--- config.mk ---
export PLATFORM = sky130hd
export DESIGN_NAME = irq_vec_controller
export DESIGN_NICKNAME = d
export VERILOG_FILES = /design/src/rtl/irq_pkg.sv /design/src/rtl/irq_prio_arbiter.sv /design/src/rtl/irq_vec_controller.sv
export SDC_FILE = /design/constraint.sdc
export NUM_CORES = 1
export LEC_CHECK = 0
export CORE_ASPECT_RATIO = 0.8
export CORE_MARGIN = 2
export CORE_UTILIZATION = 46
export DETAILED_ROUTE_END_ITERATION = 10
export PLACE_DENSITY_LB_ADDON = 0.25
export SLEW_MARGIN = 20
export SYNTH_ARGS = -nofsm -noshare
export SYNTH_HDL_FRONTEND = slang
export SYNTH_HIERARCHICAL = 1
export SYNTH_SLANG_ARGS = --single-unit
--- constraint.sdc ---
create_clock -name clk_i -period 7.85 [get_ports clk_i]
set_input_delay 1.57 -clock clk_i [delete_from_list [all_inputs] [get_ports clk_i]]
set_output_delay 1.57 -clock clk_i [all_outputs]
set_load 0.01 [all_outputs]
--- src/rtl/irq_pkg.sv ---
// Shared definitions for the vectored interrupt controller: FSM state
// encoding, default cause base and the supported source-count ceiling.
package irq_pkg;

  localparam int unsigned     MAX_N_IRQ          = 32;
  localparam logic [31:0]     DEFAULT_CAUSE_BASE = 32'h1000_0010;

  // IRQ_EXC is an exception taken while an interrupt handler is running.
  typedef enum logic [1:0] {
    ST_IDLE    = 2'd0,
    ST_EXC     = 2'd1,
    ST_IRQ     = 2'd2,
    ST_IRQ_EXC = 2'd3
  } irq_state_e;

endpackage

--- src/rtl/irq_prio_arbiter.sv ---
// Fixed-priority arbiter: the lowest set index of the eligible vector wins.
module irq_prio_arbiter #(
  parameter int unsigned N     = 16,
  parameter int unsigned IDX_W = (N > 1) ? $clog2(N) : 1
) (
  input  logic [N-1:0]     eligible_i,
  output logic             valid_o,
  output logic [IDX_W-1:0] idx_o,
  output logic [N-1:0]     onehot_o
);

  // NOTE: every output of an always_comb gets a default before any branch,
  // otherwise paths that skip an assignment infer a latch.
  always_comb begin
    idx_o = '0;
    for (int i = int'(N) - 1; i >= 0; i--) begin
      if (eligible_i[i]) idx_o = IDX_W'(i);
    end
  end

  assign valid_o  = |eligible_i;
  // Two's-complement trick isolates the lowest set bit.
  assign onehot_o = eligible_i & (~eligible_i + N'(1));

endmodule

--- src/rtl/irq_vec_controller.sv ---
// Vectored interrupt controller: level/edge pending capture, fixed-priority
// selection and a four-state handler tracker for interrupts and exceptions.
module irq_vec_controller
  import irq_pkg::*;
#(
  parameter int unsigned       N_IRQ      = 16,
  parameter logic [N_IRQ-1:0]  EDGE_MASK  = '0,
  parameter logic [31:0]       CAUSE_BASE = DEFAULT_CAUSE_BASE
) (
  input  logic             clk_i,
  input  logic             rst_ni,
  input  logic             exception_i,
  input  logic [N_IRQ-1:0] irq_req_i,
  input  logic [N_IRQ-1:0] mask_i,
  input  logic             mie_i,
  input  logic             mret_i,
  output logic             irq_o,
  output logic [31:0]      irq_cause_o,
  output logic [N_IRQ-1:0] irq_ack_o,
  output logic             irq_ret_o
);

  localparam int unsigned IDX_W = (N_IRQ > 1) ? $clog2(N_IRQ) : 1;

  irq_state_e       state_q, state_d;
  logic [N_IRQ-1:0] prev_q, edge_pend_q, edge_pend_d;
  logic [31:0]      cause_q, cause_d;

  logic [N_IRQ-1:0] pending, eligible, win_onehot;
  logic [IDX_W-1:0] win_idx;
  logic             win_valid, take;
  logic [31:0]      win_cause;

  assign pending  = (edge_pend_q & EDGE_MASK) | (irq_req_i & ~EDGE_MASK);
  assign eligible = pending & mask_i & {N_IRQ{mie_i}};

  irq_prio_arbiter #(.N(N_IRQ), .IDX_W(IDX_W)) u_arb (
    .eligible_i (eligible),
    .valid_o    (win_valid),
    .idx_o      (win_idx),
    .onehot_o   (win_onehot)
  );

  // Outputs are gated by rst_ni so they sit at reset values while reset is held.
  assign take        = rst_ni && (state_q == ST_IDLE) && !exception_i && win_valid;
  assign win_cause   = CAUSE_BASE + {{(32 - IDX_W){1'b0}}, win_idx};
  assign irq_o       = take;
  assign irq_ack_o   = take ? win_onehot : '0;
  assign irq_cause_o = take ? win_cause : cause_q;
  assign irq_ret_o   = rst_ni && (state_q == ST_IRQ) && mret_i && !exception_i;

  // A new rising edge on the claim cycle re-arms the bit (set beats clear).
  assign edge_pend_d = ((edge_pend_q & ~irq_ack_o) | (irq_req_i & ~prev_q)) & EDGE_MASK;

  always_comb begin
    state_d = state_q;
    cause_d = cause_q;
    unique case (state_q)
      ST_IDLE: begin
        if (exception_i) begin
          state_d = ST_EXC;
        end else if (take) begin
          state_d = ST_IRQ;
          cause_d = win_cause;
        end
      end
      ST_EXC: begin
        if (!exception_i && mret_i) state_d = ST_IDLE;
      end
      ST_IRQ: begin
        if (exception_i)  state_d = ST_IRQ_EXC;
        else if (mret_i)  state_d = ST_IDLE;
      end
      ST_IRQ_EXC: begin
        if (!exception_i && mret_i) state_d = ST_IRQ;
      end
      default: state_d = ST_IDLE;
    endcase
  end

  // NOTE: sequential state uses non-blocking assignments so every register
  // samples the pre-edge values regardless of statement order.
  always_ff @(posedge clk_i or negedge rst_ni) begin
    if (!rst_ni) begin
      state_q     <= ST_IDLE;
      prev_q      <= '0;
      edge_pend_q <= '0;
      cause_q     <= CAUSE_BASE;
    end else begin
      state_q     <= state_d;
      prev_q      <= irq_req_i;
      edge_pend_q <= edge_pend_d;
      cause_q     <= cause_d;
    end
  end

endmodule

## Word-level counts from Yosys, hierarchy flattened

Cells that the tools add are included.

- Bits in registers: 34
- Output and inout bits: 50

- Add/sub/neg operators: 2
- Equality and inequality tests: 7
- Multiplexer cells: 25
- Bitwise gates (word level): 5
- Reductions and logical operators: 12

Operator list:

| kind | number |
|---|---|
| $mux 4 | 16 |
| $and 16x16->16 | 3 |
| $mux 32 | 1 |
| $add 29x4->30 const A | 1 |
| $add 16x1->16 const B | 1 |
| $mux 16 | 1 |
| $not 16->16 | 1 |
| $reduce_or 16->1 | 1 |
| $mux 2 | 6 |
| $pmux 2 s4 | 1 |
| $logic_and 1x1->1 | 7 |
| $ne 3x3->1 const B | 2 |
| $eq 2x2->1 const B | 2 |
| $ne 2x2->1 const B | 2 |
| $reduce_and 4->1 | 1 |
| $eq 2x1->1 const B | 1 |
| $logic_not 2->1 | 1 |
| $reduce_and 2->1 | 1 |
| $logic_not 1->1 | 1 |
| $not 1->1 | 1 |

## Logic depth before layout (Yosys ltp)

- Depth in word-level cells: 20
- Gate-level depth with buffers: 10
- Mapped depth without buffers: 8

## By module

Netlist, hierarchy kept.

Modules (own cells, without submodules):

| module | instances | cells each | area each (µm²) | seq. area each (µm²) |
|---|---|---|---|---|
| irq_vec_controller | 1 | 147 | 1651.6 | 853.3 |
| irq_prio_arbiter | 1 | 52 | 344.1 | 0.0 |

## Least setup slack after synthesis

No wires, ideal clock.

- Kind: input to output
- From: input port irq_req_i[2]
- To: output port irq_cause_o[2]
- Arrival time: 3.215 ns
- Required time: 6.280 ns
- Setup slack: 3.065 ns
- Stages: 9
- Buffers on the path: 1
- Path through: and3_1 nor4_4 and3_4 and2_4 nand2_1 nand4b_4 inv_4 buf_6 mux2_4

RTL lines:

| item | line | source |
|---|---|---|
| from (decl) | irq_vec_controller.sv:13 | `input logic [N_IRQ-1:0] irq_req_i,` |
| $and 16x16->16 (2 in a row) | irq_vec_controller.sv:35 | `assign eligible = pending & mask_i & {N_IRQ{mie_i}};` |
| $reduce_or 16->1 | irq_prio_arbiter.sv:21 | `assign valid_o = \|eligible_i;` |
| via win_valid | irq_vec_controller.sv:31 | `logic win_valid, take;` |
| $logic_and 1x1->1 | irq_vec_controller.sv:45 | `assign take = rst_ni && (state_q == ST_IDLE) && !exception_i && win_valid;` |
| $mux 32 | -- |  |
| to (decl) | irq_vec_controller.sv:18 | `output logic [31:0] irq_cause_o,` |

The timed path passes the listed nets, and every way through them passes these cells.

## Worst setup path after layout

- From: input port mie_i
- To: output port irq_cause_o[1]

RTL lines:

| item | line | source |
|---|---|---|
| from (decl) | irq_vec_controller.sv:15 | `input logic mie_i,` |
| $and 16x16->16 | irq_vec_controller.sv:35 |  |
| via eligible[2] | irq_vec_controller.sv:29 | `logic [N_IRQ-1:0] pending, eligible, win_onehot;` |
| $reduce_or 16->1 | irq_prio_arbiter.sv:21 |  |
| via win_valid | irq_vec_controller.sv:31 |  |
| $logic_and 1x1->1 | irq_vec_controller.sv:45 |  |
| $mux 32 | -- |  |

The timed path passes the listed nets, and every way through them passes these cells.

==> tab_implementation.tex <==
\begin{tabular}{lr}
\hline
Metric & Value \\
\hline
\multicolumn{2}{l}{\textbf{Pwr}} \\
\quad Static Leakage & 1.36 nW \\
\quad Total power per unit cell area & 145 nW/um\^{}2 \\
\quad Max rail drop VDD & 0.121 mV \\
\quad Overall power of the completed layout & 0.000423 W \\
\multicolumn{2}{l}{\textbf{Finish}} \\
\quad Multi-input logic area & 1030 um\^{}2 \\
\quad Fin area & 2920 um\^{}2 \\
\quad Fill cells & 305 \\
\quad Proportion of layout cells with a drive suffix above 1 & 0.120 \\
\quad Top library cells by usage in the layout, fill and taps aside & 85 x sky130\_fd\_sc\_hd\_\_clkdlybuf4s50\_1, 68 x sky130\_fd\_sc\_hd\_\_and2\_1, 32 x sky130\_fd\_sc\_hd\_\_dfrtp\_1 \\
\quad Final-stage net count & 320 \\
\quad Area taken by flip-flops and latches & 853 um\^{}2 \\
\quad Area added between synthesis and finish & 46.3\% \\
\quad Antenna cell count & 0 \\
\quad Most common library cell in the layout ignoring fill and taps & sky130\_fd\_sc\_hd\_\_clkdlybuf4s50\_1 \\
\multicolumn{2}{l}{\textbf{STA}} \\
\quad Final max-slew violation count & 0 \\
\quad Sum of negative setup slack & 0 ns \\
\quad Total of endpoints with negative setup slack in the final report & 0 \\
\quad Worst path setup slack after routing & 1.22 ns \\
\quad Maximum clock rate & 151 MHz \\
\quad Period utilization & 0.844 \\
\quad Number of hold violations in the final report & 0 \\
\quad Max\_slew headroom & 0.609 \\
\quad Min cycle time layout & 6.63 ns \\
\quad Slew at the pin closest to its max-slew limit & 0.585 ns \\
\quad Largest clock skew in the final design & 0.00852 ns \\
\quad Worst slack on hold paths & 0.475 ns \\
\quad Setup repair after global routing missed its margin & no \\
\multicolumn{2}{l}{\textbf{Synth}} \\
\quad Library cell occupying the most area in the post-synthesis netlist & sky130\_fd\_sc\_hd\_\_dfrtp\_1 \\
\quad Mean cell area of the mapped netlist & 10.0 um\^{}2 \\
\quad Synth top area cells & sky130\_fd\_sc\_hd\_\_dfrtp\_1 40\%, sky130\_fd\_sc\_hd\_\_and2\_1 21\%, sky130\_fd\_sc\_hd\_\_and3\_1 5.3\% \\
\quad Total number of yosys warnings & 6 \\
\quad Post-synthesis net count & 236 \\
\quad Post-synthesis async set-or-reset flop share & 1.00 \\
\quad Count of flip-flops with a built-in enable after synthesis & 0 \\
\quad Cell count after synthesis & 199 \\
\quad Sequential-to-total area share from yosys stat & 0.428 \\
\quad Most common flop cell mapped by yosys & sky130\_fd\_sc\_hd\_\_dfrtp\_1 \\
\quad Combined area of all synthesized cells & 2000 um\^{}2 \\
\quad Proportion of netlist area held by the largest area contributor & 0.401 \\
\quad Register bit total from synthesis & 34 \\
\quad Number of distinct library cells after synthesis & 38 \\
\multicolumn{2}{l}{\textbf{GRT}} \\
\quad Antenna violations before repair & 0 \\
\quad Remaining global-route overflow & 0 \\
\quad Pin count of the biggest net entering global routing & 58 \\
\quad Via count of the first global-routing pass & 1587 \\
\quad First-pass GRT wire length & 7750 um \\
\quad Overall routing resource usage & 0.201 \\
\multicolumn{2}{l}{\textbf{Die}} \\
\quad Effective utilization at floorplan & 0.478 \\
\quad Die Area & 4880 um\^{}2 \\
\quad Width of the die & 77.6 um \\
\quad Number of placed I/O pins & 87 \\
\quad Die H & 62.9 um \\
\quad Area inside the core boundary & 4180 um\^{}2 \\
\quad Number of core rows & 21 \\
\multicolumn{2}{l}{\textbf{Detailed routing}} \\
\quad Average wire length per cell after detail routing & 13.4 um \\
\quad Via density per instance & 4.83 \\
\quad Post-route ant nets & 0 \\
\quad First-pass iteration count of the detailed router & 4 \\
\quad Final wirelength & 4570 um \\
\quad DRC violation count after routing & 0 \\
\quad Total via count after detailed routing & 1643 \\
\quad Initial DRC count & 71 \\
\multicolumn{2}{l}{\textbf{Place}} \\
\quad Post-place instance area & 2840 um\^{}2 \\
\quad Port Buf Inserts & 86 \\
\quad Placement-stage worst setup slack & 1.25 ns \\
\quad RD Place Congestion & 0.899 \\
\quad Detailed placer's ending HPWL & 3430 um \\
\multicolumn{2}{l}{\textbf{Clock network}} \\
\quad Setup repair bufs after CTS & 0 \\
\quad Number of resized instances in the post-cts repair step & 0 \\
\quad Clock latency at the later pin of the worst-skew pair & 0.29 ns \\
\quad Total number of H-tree levels & 2 \\
\quad Number of buffers on the longest clock path & 2 \\
\quad Cell chosen for the clock root & sky130\_fd\_sc\_hd\_\_clkbuf\_8 \\
\quad Number of clock sinks & 34 \\
\quad CTS tree & yes \\
\quad Clk pin slew, worst setup/hold paths & 0.07 ns \\
\quad Cts bufs inserted & 5 \\
\quad Total of hold buffers inserted after clock tree synthesis & 0 \\
\multicolumn{2}{l}{\textbf{Worst setup path}} \\
\quad CP Max Fanout & 57 \\
\quad Element type at the critical path end & output pin \\
\quad Req. time, crit path & 6.28 ns \\
\quad Arrival time at the worst endpoint & 5.06 ns \\
\quad Critical Setup Path Class & primary input to output pin \\
\quad Startpoint kind of the worst setup timing path & primary input \\
\multicolumn{2}{l}{\textbf{Job}} \\
\quad Max-cap violations & 0 \\
\multicolumn{2}{l}{\textbf{Outcome}} \\
\quad Status & complete, no violations \\
\multicolumn{2}{l}{\textbf{Worst hold path}} \\
\quad Class of the worst hold path & flip-flop to flip-flop \\
\hline
\end{tabular}
==> report_power, final <==
| part | switching, W | total, W | internal, W |
|---|---|---|---|
| Clock | 0.0000599 | 0.000119 | 0.0000594 |
| Combinational | 0.0000426 | 0.000108 | 0.0000652 |
| Sequential | 0.00000670 | 0.000196 | 0.000189 |
| Total | 0.000109 | 0.000423 | 0.000313 |
==> path summary, 6_finish.rpt <==
check	start	endpoint	slack [ns]	cells after the start
worst max-delay path	mie_i	irq_cause_o[1]	1.22	10
worst min-delay path	cause_q[5]$_DFFE_PN0P_	cause_q[5]$_DFFE_PN0P_	0.48	1
worst max register to register	state_q[0]$_DFFE_PN0P_	cause_q[3]$_DFFE_PN0P_	5.85	4
worst min register to register	cause_q[5]$_DFFE_PN0P_	cause_q[5]$_DFFE_PN0P_	0.48	1
max in group asynchronous	rst_ni	cause_q[4]$_DFFE_PN1P_	6.20	2
min in group asynchronous	rst_ni	cause_q[31]$_DFFE_PN0P_	1.30	2
==> per-layer routing <==
metal | part of all wire | track usage | vias up
met3 | 0.066 | 0.0607 | 11
met4 | 0.019 | 0.0781 | 0
met1 | 0.48 | 0.275 | 747
met5 | 0 | 0 | -
li1 | - | - | 826
met2 | 0.43 | 0.298 | 59
==> stage by stage <==
stage,util,instances
2_1_floorplan,-,199
3_3_place_gp,0.680,333
6_report,0.699,340
4_1_cts,0.699,340
5_1_grt,0.699,340
3_5_place_dp,0.680,333
==> synthesized netlist by cell type (2+ instances only) <==
cell type,n
sky130_fd_sc_hd__dfstp_2,2
sky130_fd_sc_hd__inv_1,4
sky130_fd_sc_hd__dfrtp_1,32
sky130_fd_sc_hd__nor2_1,9
sky130_fd_sc_hd__buf_4,2
sky130_fd_sc_hd__and3_2,3
sky130_fd_sc_hd__and3_1,17
sky130_fd_sc_hd__mux2_2,6
sky130_fd_sc_hd__and2_1,68
sky130_fd_sc_hd__nor2b_1,2
sky130_fd_sc_hd__and2_2,3
sky130_fd_sc_hd__nor4_1,3
sky130_fd_sc_hd__buf_6,6
sky130_fd_sc_hd__a21oi_1,3
sky130_fd_sc_hd__nand2b_1,6
sky130_fd_sc_hd__a31oi_1,2
sky130_fd_sc_hd__o21ai_0,2
sky130_fd_sc_hd__clkbuf_1,2
sky130_fd_sc_hd__nor4_4,2
sky130_fd_sc_hd__nand2_1,4
sky130_fd_sc_hd__a21o_1,2
sky130_fd_sc_hd__mux2_4,2
sky130_fd_sc_hd__nor3_1,2
==> kinds of logic (layout without fill, tap and decap cells) <==
logic type	after synthesis	in the layout	share of synthesized area
simple gates	129	129	0.424
flops	34	34	0.428
buf+inv	15	99	0.0558
compound gates	13	13	0.0433
mux	8	8	0.0489
==> state kept, by name, summed over array words and instances, names as in the netlist <==
name	cells
state_q	2
cause_q	32
==> critical path, cell delays in order <==
cell and delay, ns:
sky130_fd_sc_hd__clkdlybuf4s50_1 0.75, sky130_fd_sc_hd__and3_1 0.41, sky130_fd_sc_hd__nor4_4 0.11, sky130_fd_sc_hd__and3_4 0.18, sky130_fd_sc_hd__and2_4 0.16, sky130_fd_sc_hd__nand2_1 0.11
sky130_fd_sc_hd__nand4b_4 0.47, sky130_fd_sc_hd__inv_4 0.42, sky130_fd_sc_hd__mux2_2 0.38, sky130_fd_sc_hd__clkdlybuf4s50_1 0.48
==> final cells by class <==
class | count | area share
multi-input combinational | 150 | 0.353
timing repair buffer | 87 | 0.296
sequential | 34 | 0.292
tap | 57 | 0.0244
clock buffer | 5 | 0.0236
inverter | 5 | 0.00729
clock inverter | 2 | 0.00343
Note: power is estimated with default switching activity, not from simulation.
==> RTL change 1, RTL diff (config.mk and constraints unchanged) <==
`N_IRQ`: 16 -> 32.
--- a/src/rtl/irq_vec_controller.sv
+++ b/src/rtl/irq_vec_controller.sv
@@ -3,7 +3,7 @@
 module irq_vec_controller
   import irq_pkg::*;
 #(
-  parameter int unsigned       N_IRQ      = 16,
+  parameter int unsigned       N_IRQ      = 32,
   parameter logic [N_IRQ-1:0]  EDGE_MASK  = '0,
   parameter logic [31:0]       CAUSE_BASE = DEFAULT_CAUSE_BASE
 ) (
Ports: changed (resized irq_ack_o, irq_req_i and mask_i); port bits go from 87 to 135. No check against the original RTL was run, so the function may have changed too.
==> RTL change 1 against the unedited design <==
  * Sequential cell count did not move
  * Clock skew fell by 0.0035 ns
  * Routed wire length rose by 57%
  * Setup slack got worse by 0.54 ns
  * Synthesized area rose by 31%
  * Power rose by 32%
  * Sequential share of layout area fell by 8.5 points
  * Combinational power rose by 52%
  * Final area rose by 41%
  * Core utilization rose by 5.4 points
==> RTL change 1: results (changes against the unedited design) <==
| Metric | Value |
|---|---|
| Status | finished, final reports clean (unchanged) |
| Seq/Total Area, Yosys | 32.7% (was 42.8%) |
| Multi-input combinational area share | 39.7% (was 35.3%) |
| Non-Clock Buffer Count | 135 (was 87) |
| Tot GR Track Use | 22.2% (was 20.1%) |
| NetSw | 0.000142 W (was 0.000109 W) |
| Cell family with most CP delay | simple AND/OR/NAND/NOR gates (was buffers and inverters) |
| Largest net degree at the start of global routing | 52 (was 58) |
| Tapcells | 78 (was 57) |
| Clock Network Area Fraction | 3.34% (was 2.70%) |
| NonClk Buf Share | 33.0% (was 29.6%) |
| Distinct cells, synth | 51 (was 38) |
| Critical path fanouts, max | 34 (was 57) |
| Comb. pwr | 0.000164 W (was 0.000108 W) |
| Multi-input gate count | 239 (was 150) |
| GP Congestion | 0.814 (was 0.899) |
| Combinational share of power | 29.5% (was 25.5%) |
| Vias per cell | 5.15 (was 4.83) |
| Number of non-clock inverters in the layout | 10 (was 5) |
| Mapped Cells | 298 (was 199) |
| Via count | 2,595 (was 1,643) |
| Vias in the first global route | 2,373 (was 1,587) |
| DR WL/cell | 14.2 µm (was 13.4 µm) |
| Post-synth net total | 367 (was 236) |
| Seq area share | 20.7% (was 29.2%) |
| First-pass GRT wire length | 11,100 µm (was 7750 µm) |
| Dpl cells | 496 (was 333) |
| DP HPWL | 5530 µm (was 3430 µm) |
| Skew final | 0.00498 ns (was 0.00852 ns) |
| P_leak | 1.88 nW (was 1.36 nW) |
| Area Growth Syn to Fin | 57.7% (was 46.3%) |
| Max rail drop VDD | 92.3 µV (was 121 µV) |
| Port bufs | 134 (was 86) |
| Critical Path AT | 5.60 ns (was 5.06 ns) |
| # fillers | 411 (was 305) |
| Pre-CTS setup slack | 0.708 ns (was 1.25 ns) |
| Worst slew margin | 47.2% (was 60.9%) |
| Area contributors post-synth | dfrtp_1 (31%), and2_1 (21%), and3_1 (9.3%) (was dfrtp_1 (40%), and2_1 (21%), and3_1 (5.3%)) |
RTL change 1: kinds of logic after synthesis:
logic type | share of synthesized area (%)
buffers and inverters | 4.75
DFF | 32.7
muxes | 5.94
and+or+nand+nor | 50.5
AOI/OAI and AO/OA | 6.09
RTL change 1: final timing paths:
kind	slack, ns	startpoint	cells past startpoint	to
max	0.68	mie_i	10	irq_ack_o[24]
min	0.48	cause_q[12]	1	cause_q[12]
max reg2reg	6.03	state_q[0]	4	state_q[1]
min reg2reg	0.48	cause_q[12]	1	cause_q[12]
max in group asynchronous	6.01	rst_ni	1	cause_q[17]
min in group asynchronous	1.35	rst_ni	1	cause_q[27]
RTL change 1: routing by layer:
layer | part of all wire, % | track usage, % | wire, µm | vias to the layer above
met5 | 0 | 0 | 0 | -
met4 | 0.38 | 2.53 | 27 | 0
met3 | 8.1 | 5.41 | 582 | 2
met2 | 47 | 37.9 | 3350 | 109
met1 | 45 | 29.7 | 3190 | 1192
li1 | - | - | - | 1292
==> RTL change 2, RTL diff (same flow settings) <==
Made on the original files. Put a register stage on the output `irq_cause_o`, cleared by the reset. The value now appears one clock later. The other outputs are not delayed to match.
--- a/src/rtl/irq_vec_controller.sv
+++ b/src/rtl/irq_vec_controller.sv
@@ -46,7 +46,13 @@
   assign win_cause   = CAUSE_BASE + {{(32 - IDX_W){1'b0}}, win_idx};
   assign irq_o       = take;
   assign irq_ack_o   = take ? win_onehot : '0;
-  assign irq_cause_o = take ? win_cause : cause_q;
+  always_ff @(posedge clk_i or negedge rst_ni) begin
+    if (!rst_ni) begin
+      irq_cause_o <= '0;
+    end else begin
+      irq_cause_o <= take ? win_cause : cause_q;
+    end
+  end
   assign irq_ret_o   = rst_ni && (state_q == ST_IRQ) && mret_i && !exception_i;
 
   // A new rising edge on the claim cycle re-arms the bit (set beats clear).
Formal check against the unedited RTL: not equivalent (Yosys sat finds a counterexample within 4 cycles, from zero or initial values and one cycle with rst_ni low).
==> RTL change 2 against the unedited design <==
  * Setup slack improved by 0.093 ns
  * Routed wire length rose by 16%
  * Synthesized area rose by 43%
  * Register-to-register slack got worse by 0.04 ns
  * Via count rose by 13%
  * Power rose by 69%
  * Final area rose by 33%
  * Die area rose by 40%
  * Core utilization fell by 4.7 points
  * Fmax rose by 1.4%
  * Sequential cell count rose by 32
  * Critical path type unchanged
  * Largest power group unchanged
==> RTL change 2: results (changes against the unedited design) <==
| Metric | Value |
|---|---|
| WL final | 5310 µm (was 4570 µm) |
| Distinct cells, synth | 40 (was 38) |
| Clk_lat worst skew | 0.33 ns (was 0.29 ns) |
| Post-synth top cells | dfrtp_1 (64), and2_1 (53), and3_1 (17) (was and2_1 (68), dfrtp_1 (32), and3_1 (17)) |
| Combinational share of power | 15.7% (was 25.5%) |
| Num CTS Buffers | 9 (was 5) |
| Layout Cells excl Fill | 403 (was 340) |
| Switching portion of total power | 23.2% (was 25.8%) |
| Post-synth net total | 268 (was 236) |
| Layout cells sized above 1 | 17.7% (was 12.0%) |
| Vias in the first global route | 1,802 (was 1,587) |
| Tot GR Track Use | 17.0% (was 20.1%) |
| Slowest stage delay, CP | 0.73 ns (was 0.75 ns) |
| Layout net count | 356 (was 320) |
| Critical Path AT | 4.97 ns (was 5.06 ns) |
| Pre-CTS setup slack | 1.32 ns (was 1.25 ns) |
| Initial DRC Count | 106 (was 71) |
| DP HPWL | 3820 µm (was 3430 µm) |
| Dpl cells | 389 (was 333) |
| Placed Area | 3710 µm² (was 2840 µm²) |
| Vias per cell | 4.60 (was 4.83) |
| Seq/Total Area, Yosys | 58.0% (was 42.8%) |
| Largest net degree at the start of global routing | 68 (was 58) |
| # fillers | 485 (was 305) |
| First-pass GRT wire length | 8830 µm (was 7750 µm) |
| Seq pwr share | 52.2% (was 46.3%) |
| Area contributors post-synth | dfrtp_1 (56%), and2_1 (12%), and2_4 (4.9%) (was dfrtp_1 (40%), and2_1 (21%), and3_1 (5.3%)) |
| Max rail drop VDD | 141 µV (was 121 µV) |
| Top flop regs | cause_q: 32 flops, irq_cause_o: 32 flops, state_q: 2 flops (was cause_q: 32 flops, state_q: 2 flops) |
| Skew final | 0.00589 ns (was 0.00852 ns) |
| Status | finished, final reports clean (unchanged) |
| GP Congestion | 0.863 (was 0.899) |
| Mapped Cells | 231 (was 199) |
==> RTL change 2: cell type report <==
class	instances	area, µm²	share of cell area [%]
clock buffer	11	141	3.65
clock inverter	3	17.5	0.452
inverter	5	21.3	0.549
multi-input combinational	150	1070	27.7
sequential	66	1650	42.7
tap	81	101	2.62
timing repair buffer	87	863	22.3
==> RTL change 2: kinds of logic (layout without fill, tap and decap cells) <==
group | after synthesis | after routing | share of synthesized area (%)
DFF | 66 | 66 | 58.0
and+or+nand+nor | 129 | 129 | 31.1
buffers and inverters | 15 | 106 | 4.43
muxes | 8 | 8 | 3.42
AOI/OAI and AO/OA | 13 | 13 | 3.07
==> RTL change 2: path summary, 6_finish.rpt <==
check                            start               to  slack, ns  cells past startpoint
setup / recovery                 mie_i     irq_ack_o[5]       1.31                     10
hold / removal             cause_q[12]  irq_cause_o[12]       0.47                      1
setup reg to reg            state_q[0]       cause_q[1]       5.81                      4
hold reg to reg            cause_q[12]  irq_cause_o[12]       0.47                      1
max in group asynchronous       rst_ni       state_q[0]       5.83                      2
min in group asynchronous       rst_ni   irq_cause_o[1]       1.51                      2
==> RTL change 2: metal layers <==
metal | vias up | GRT usage, % | wire length (µm)
li1 | 936 | - | -
met1 | 870 | 21.9 | 2540
met2 | 42 | 26.3 | 2420
met3 | 6 | 7.19 | 293
met4 | 0 | 5.80 | 47
met5 | - | 0 | 0
==> RTL change 2: stage by stage <==
stage / utilization [%] / total power [W]
5_1_grt: 65.2 / 0.000748
3_3_place_gp: 62.5 / 0.000488
4_1_cts: 65.2 / 0.000724
2_1_floorplan: - / 0.000437
3_5_place_dp: 62.5 / 0.000491
6_report: 65.2 / 0.000714
